### src/rtl/mem_copy_pkg.sv
// Shared types and constants for the word-granular memory copy engine.
package mem_copy_pkg;

   typedef enum logic [1:0] {
      IDLE,
      READ,
      WRITE,
      DONE
   } copyState_e;

   localparam int WORD_BYTES_DEFAULT = 4;

endpackage

### src/rtl/mem_copy_csum.sv
// Running XOR of every word the copy engine writes; cleared when a copy is accepted.
module mem_copy_csum (
   input  logic        clk,
   input  logic        rst,
   input  logic        clear,
   input  logic        accumulate,
   input  logic [31:0] word,
   output logic [31:0] checksum
);

   always_ff @(posedge clk) begin
      if (rst || clear) begin
         checksum <= '0;
      end else if (accumulate) begin
         checksum <= checksum ^ word;
      end
   end

endmodule

### src/rtl/mem_copy_engine.sv
// Word-by-word memory copy engine: alternating READ/WRITE cycles against a combinational-read memory.
// Optional checksum output is enabled with `define MEM_COPY_CHECKSUM_EN.
module mem_copy_engine
   import mem_copy_pkg::*;
#(
   parameter int LEN_W      = 16,
   parameter int WORD_BYTES = WORD_BYTES_DEFAULT
) (
   input  logic             clk,
   input  logic             rst,
   input  logic             start,
   input  logic [31:0]      src_addr,
   input  logic [31:0]      dst_addr,
   input  logic [LEN_W-1:0] len,
   input  logic [31:0]      memoryOutData,
   output logic             memoryRead,
   output logic             memoryWrite,
   output logic [31:0]      memoryAddress,
   output logic [31:0]      memoryWriteData,
   output logic             busy,
   output logic             done,
   output logic [LEN_W-1:0] words_done
`ifdef MEM_COPY_CHECKSUM_EN
   ,
   output logic [31:0]      checksum
`endif
);

   localparam logic [31:0] STRIDE = 32'(WORD_BYTES);

   copyState_e       state;
   logic [31:0]      srcPtr;
   logic [31:0]      dstPtr;
   logic [31:0]      dataReg;
   logic [LEN_W-1:0] remaining;

   // Strobes, address, busy and done are registered so they change together with state.
   always_ff @(posedge clk) begin
      if (rst) begin
         state         <= IDLE;
         srcPtr        <= '0;
         dstPtr        <= '0;
         dataReg       <= '0;
         remaining     <= '0;
         words_done    <= '0;
         memoryRead    <= 1'b0;
         memoryWrite   <= 1'b0;
         memoryAddress <= '0;
         busy          <= 1'b0;
         done          <= 1'b0;
      end else begin
         case (state)
            IDLE: begin
               if (start) begin
                  srcPtr     <= src_addr & ~32'h3;
                  dstPtr     <= dst_addr & ~32'h3;
                  remaining  <= len;
                  words_done <= '0;
                  busy       <= 1'b1;
                  if (len == '0) begin
                     state <= DONE;
                     done  <= 1'b1;
                  end else begin
                     state         <= READ;
                     memoryRead    <= 1'b1;
                     memoryAddress <= src_addr & ~32'h3;
                  end
               end
            end
            READ: begin
               dataReg       <= memoryOutData;
               memoryRead    <= 1'b0;
               memoryWrite   <= 1'b1;
               memoryAddress <= dstPtr;
               state         <= WRITE;
            end
            WRITE: begin
               srcPtr      <= srcPtr + STRIDE;
               dstPtr      <= dstPtr + STRIDE;
               remaining   <= remaining - LEN_W'(1);
               words_done  <= words_done + LEN_W'(1);
               memoryWrite <= 1'b0;
               if (remaining == LEN_W'(1)) begin
                  state         <= DONE;
                  done          <= 1'b1;
                  memoryAddress <= '0;
               end else begin
                  state         <= READ;
                  memoryRead    <= 1'b1;
                  memoryAddress <= srcPtr + STRIDE;
               end
            end
            DONE: begin
               done  <= 1'b0;
               busy  <= 1'b0;
               state <= IDLE;
            end
            default: state <= IDLE;
         endcase
      end
   end

   assign memoryWriteData = (state == WRITE) ? dataReg : '0;

`ifdef MEM_COPY_CHECKSUM_EN
   mem_copy_csum csumInst (
      .clk       (clk),
      .rst       (rst),
      .clear     (state == IDLE && start),
      .accumulate(state == WRITE),
      .word      (dataReg),
      .checksum  (checksum)
   );
`endif

endmodule

### config.mk
export PLATFORM = sky130hd
export DESIGN_NAME = mem_copy_engine
export DESIGN_NICKNAME = d
export VERILOG_FILES = /design/src/rtl/mem_copy_pkg.sv /design/src/rtl/mem_copy_csum.sv /design/src/rtl/mem_copy_engine.sv
export SDC_FILE = /design/constraint.sdc
export NUM_CORES = 1
export LEC_CHECK = 0
export ABC_CLOCK_PERIOD_IN_PS = 3010
export BUFFER_PORTS_ARGS = -buffer_cell sky130_fd_sc_hd__buf_2
export CAP_MARGIN = 20
export CORE_MARGIN = 2
export CORE_UTILIZATION = 56
export DETAILED_ROUTE_END_ITERATION = 10
export PLACE_DENSITY = 0.89
export SLEW_MARGIN = 20
export SYNTH_ARGS = -nofsm -noshare
export SYNTH_HDL_FRONTEND = slang
export SYNTH_SLANG_ARGS = --single-unit
### constraint.sdc
create_clock -name clk -period 3.01 [get_ports clk]
set_input_delay 0.301 -clock clk [delete_from_list [all_inputs] [get_ports clk]]
set_output_delay 0.301 -clock clk [all_outputs]
set_load 0.01 [all_outputs]
### Yosys cells after proc, flatten, opt, wreduce, memory -nomap -nowiden

Cells that the tools add are included.

| operators by class | value |
|---|---|
| $add $sub $neg | 4 |
| bitwise gates (word level) | 0 |
| multiply operators | 0 |
| shift operators | 0 |
| reductions and logical operators | 12 |
| multiplexer cells | 28 |
| div/mod/pow operators | 0 |
| $lt $le $gt $ge | 0 |
| equal/unequal tests | 9 |

Operators with widths:

| kind | number |
|---|---|
| $mux 32 | 6 |
| $pmux 32 s2 | 2 |
| $pmux 32 s3 | 1 |
| $add 32x3->32 const B | 2 |
| $pmux 16 s2 | 2 |
| $mux 16 | 2 |
| $add 16x1->16 const B | 1 |
| $eq 16x1->1 const B | 1 |
| $logic_not 16->1 | 1 |
| $sub 16x1->16 const B | 1 |
| $ne 2x2->1 const B | 5 |
| $pmux 2 s4 | 1 |
| $reduce_and 4->1 | 2 |
| $mux 1 | 7 |
| $mux 2 | 3 |
| $pmux 1 s3 | 2 |
| $reduce_bool 2->1 | 3 |
| $reduce_bool 3->1 | 2 |
| $eq 2x2->1 const B | 2 |
| $pmux 1 s2 | 2 |
| $reduce_and 2->1 | 2 |
| $reduce_and 3->1 | 1 |
| $eq 2x1->1 const B | 1 |
| $logic_not 2->1 | 1 |

| word-level totals | value |
|---|---|
| bits in registers | 166 |
| bits in latches | 0 |
| bits of input ports | 115 |
| ROM bits | 0 |
| bits in writable memories | 0 |
| memories kept | 0 |
| output and inout port bits | 84 |

### Logic depth before layout (Yosys ltp)

| depth | value |
|---|---|
| depth in word-level cells | 4 |
| gate-level depth with buffers | 10 |

### Worst setup path after synthesis

No wires, ideal clock.

| path | value |
|---|---|
| path kind | reg-to-reg |
| start | register state[0] |
| end | register memoryAddress[10] |
| stages on the path, launching flop included | 11 |
| arrival time | 2.149 ns |
| setup time | 0.070 ns |
| clock period less this slack | 2.219 ns |
| data required time | 2.940 ns |
| setup slack | 0.791 ns |
| path through | dfxtp_1 > inv_1 > ha_1 > clkbuf_1 > nor2b_1 > clkbuf_1 > or2_2 > clkbuf_1 > clkbuf_1 > o221ai_1 > a21oi_1 |

| between the ends | value |
|---|---|
| word-level cells in the longest chain between the ends | 3 |

RTL lines:

| element | RTL line | text |
|---|---|---|
| from (decl) | mem_copy_engine.sv:31 | `copyState_e state;` |
| from (signal assigned) | mem_copy_engine.sv:40 | `state <= IDLE;` |
| from (signal assigned) | mem_copy_engine.sv:61 | `state <= DONE;` |
| from (signal assigned) | mem_copy_engine.sv:64 | `state <= READ;` |
| $eq 2x2->1, or another cell as far along | mem_copy_engine.sv:52 | `case (state)` |
| $reduce_bool 3->1 (no line) / $ne 2x2->1 (equally long branches) | - |  |
| $reduce_and 3->1 (no line) | - |  |
| to (signal assigned) | mem_copy_engine.sv:66 | `memoryAddress <= src_addr & ~32'h3;` |
| to (signal assigned) | mem_copy_engine.sv:74 | `memoryAddress <= dstPtr;` |
| to (signal assigned) | mem_copy_engine.sv:90 | `memoryAddress <= srcPtr + STRIDE;` |
| to (decl) | mem_copy_engine.sv:18 | `output logic [31:0] memoryAddress,` |

Parallel ways exist; a longest one is shown, timed or not.
A chain may end at the register's enable or synchronous reset.

### Worst setup path after layout

| path | value |
|---|---|
| start | register remaining[1] |
| end | register memoryAddress[23] |

| between the ends | value |
|---|---|
| word-level cells in the longest chain between the ends | 3 |

RTL lines:

| element | RTL line | text |
|---|---|---|
| from (decl) | mem_copy_engine.sv:35 | `logic [LEN_W-1:0] remaining;` |
| from (signal assigned) | mem_copy_engine.sv:57 | `remaining <= len;` |
| from (signal assigned) | mem_copy_engine.sv:80 | `remaining <= remaining - LEN_W'(1);` |
| $eq 16x1->1 | mem_copy_engine.sv:83 | `if (remaining == LEN_W'(1)) begin` |
| $mux 32 | mem_copy_engine.sv:83 |  |
| $pmux 32 s3 | mem_copy_engine.sv:52 |  |

Every way passes these cells.

==> results.toml <==
[global_routing]
grt_pass1_vias = 9123
antenna_found_initial = 2
grt_overflow = 0
grt_pass1_wl_um = 44700
grt_usage = 0.305
grt_start_max_net_pins = 107

[clock_tree]
hold_buffers = 0
worstSkewPairLatency_ns = 0.43
cts_tree = "built"
cts_resized = 0
cts.sink_count = 161
postCtsSetupRepairBufs = 0
ctsHtreeMaxLevel = 4
cts_made_buffers = 17
root_buffer = "clkbuf_16"
cts_max_path_buffers = 2
cts.reportedPaths.clkPinSlew_ns = 0.06

[worst_setup_path]
r2r_slack_ns = 0.28
crit_fanout = 11
crit_type = "reg -> reg"
rr_worst_depth = 7
cp_top_family = "simple AND/OR/NAND/NOR gates"
crit_cells = 7
cp_slowest_stage_delay_ns = 0.80
worstSetupEndpointType = "register"
crit_arrival_ns = 3.03
reg2reg_from = "remaining[1]"
critPathBufInv = 1
critPathLaunchType = "register"
r2r-end = "memoryAddress[23]"
cp_data_required_time_ns = 3.31
cp_slowest_cell = "nor2_1"
cp_cell_sequence = "inv_1 -> ha_1 -> or4b_2 -> nor4_4 -> nor2_1 -> o21ai_0 -> a2111oi_0"

[detailed_routing]
drcViolationCount = 0
num_vias = 9942
drtIter0Drc = 1261
ant_nets = 0
viasPerCell = 6.34
wl_per_cell_um = 17.8
wirelength_um = 28000
drtPass1Iterations = 8

[pwr]
peakVddDrop_mv = 0.624
clock_power_share = 0.211
swShare = 0.439
power_switching_w = 0.00482
cellPowerDensity_nw_per_um2 = 992
pwr-share-seq = 0.318
combPwrFrac = 0.471
cellLeakagePower_nw = 4.34
p_int_w = 0.00615

[cells_and_area]
drive_gt1_frac = 0.216
area_growth_pct = 17.5
final_area_um2 = 11000
nets = 1460

[hold_path]
hold_class = "in -> reg"
holdCritStartpoint = "memoryOutData[3]"
holdPathEnd = "dataReg[3]"
holdPathStages = 3

[synthesis]
synth-warning-count = 0
synth_cells = 1200
synth_edf_count = 0
async_flop_share = 0
seq_area_frac_synth = 0.343
syn_area_um2 = 9400
syn-num-nets = 1325
synth_ff_type = "dfxtp_1"
synthDistinctLibCells = 83
ys_seq_elements = 161
postSynthAreaPerCell_um2 = 7.83

[sta]
setup_violations = 0
hold_viol_final = 0
fin_crit_sh = 0.907
tns_ns = 0
slew_violations = 0
layout_setup_ws_ns = 0.281
maxSlewHeadroom = 0.294
rsz0062_at_grt = "no"
fmax_ghz = 0.366
fin_skew_ns = 0.00763
period_minus_slack_ns = 2.73
worstMarginPinSlew_ns = 1.05

[floorplanning]
rows = 47
fp.dieW_um = 134
die_y_um = 134
start_util = 0.571
core_area_um2 = 16500
ios = 199
die_area_um2 = 17800

[job]
drv_cap = 0

[placement]
preCtsSetupSlack_ns = 0.364
port_buffers = 194
place_congestion = 0.905
placed_area_um2 = 10400
detailedPlacementHpwl_um = 18800

[outcome]
status = "complete, no violations"
## state kept, by name (all words and copies together) (netlist names)
signal and flops:
dataReg 32, memoryAddress 31, dstPtr 30, srcPtr 30, remaining 16, words_done 16, state 2, busy 1
done 1, memoryRead 1, memoryWrite 1
## cell usage in the layout, fill, tap and decap left out, types with 28 or more instances in the layout
cell,count
nor3_1,36
and2_1,42
a21oi_1,92
dfxtp_1,161
buf_2,193
nand2_1,109
o21ai_0,62
inv_1,28
mux2i_1,37
nor2_1,114
nand3_1,47
## layer usage
| layer | GRT usage | vias up | share of wire |
|---|---|---|---|
| met3 | 0.0734 | 95 | 0.10 |
| met2 | 0.477 | 610 | 0.46 |
| met5 | 0 | - | 0.00043 |
| met4 | 0.150 | 2 | 0.037 |
| li1 | - | 4673 | - |
| met1 | 0.396 | 4562 | 0.40 |
## synth_stat cells, types with 18 or more instances
master      n  share of area
o31ai_1    18          0.014
o21ai_0    62          0.033
nor2_1    115          0.046
a31oi_1    20          0.013
nand2_1   109          0.044
nor4_1     22          0.015
and2_1     42          0.028
dfxtp_1   161           0.34
a211oi_1   20          0.016
mux2i_1    38          0.040
nand3_1    47          0.025
a21oi_1    92          0.049
inv_1      28          0.011
nor3_1     36          0.019
and3_1     23          0.015
clkbuf_1   72          0.029
or3_1      20          0.013
## tightest hold or removal path: cells and delay by family
kind	cells	cell delay, ns
muxes	1	0.05
buffers and inverters	1	0.08
and+or+nand+nor	1	0.07
## logic make-up after synthesis
kind of cell	Yosys count	synth area share
buffers and inverters	132	0.0630
AOI/OAI and AO/OA	335	0.237
DFF	161	0.343
adders and majority gates	10	0.0133
xor gates and xnor gates	24	0.0224
muxes	42	0.0453
and+or+nand+nor	496	0.276
## final cells by class
type | count | area, um^2
tap | 220 | 275
inverter | 29 | 109
fill | 1361 | 5420
clock buffer | 19 | 433
clock inverter | 13 | 188
antenna | 1 | 2.50
multi-input combinational | 907 | 5620
sequential | 161 | 3220
timing repair buffer | 219 | 1200
## through the flow
step / utilization / std cells / power (W) / hold slack, ns
floorplan: - / 1200 / 0.00711 / 0.443
global placement: 0.633 / 1536 / 0.00835 / 0.437
detailed placement: 0.633 / 1536 / 0.00853 / 0.444
CTS: 0.671 / 1568 / 0.0109 / 0.0974
global route: 0.671 / 1569 / 0.0116 / 0.115
finish: 0.671 / 1569 / 0.0110 / 0.107
## worst max path at each step
stage | start | end | slack (ns)
after global routing | remaining[1] | memoryAddress[23] | 0.15
after CTS | remaining[1] | memoryAddress[23] | 0.32
final | remaining[1] | memoryAddress[23] | 0.28
after floorplan | state[0] | memoryAddress[10] | 0.79
after detailed placement | remaining[1] | memoryAddress[23] | 0.36
after global placement | len[3] | memoryAddress[28] | 0.44
## power groups by stage
stage          Sequential [W]  Combinational [W]  Clock [W]
2_1_floorplan         0.00336            0.00375          0
3_3_place_gp          0.00345            0.00490          0
3_5_place_dp          0.00349            0.00504          0
4_1_cts               0.00346            0.00507    0.00233
5_1_grt               0.00357            0.00564    0.00242
6_report              0.00349            0.00517    0.00231
(Power assumes the default switching activity.)
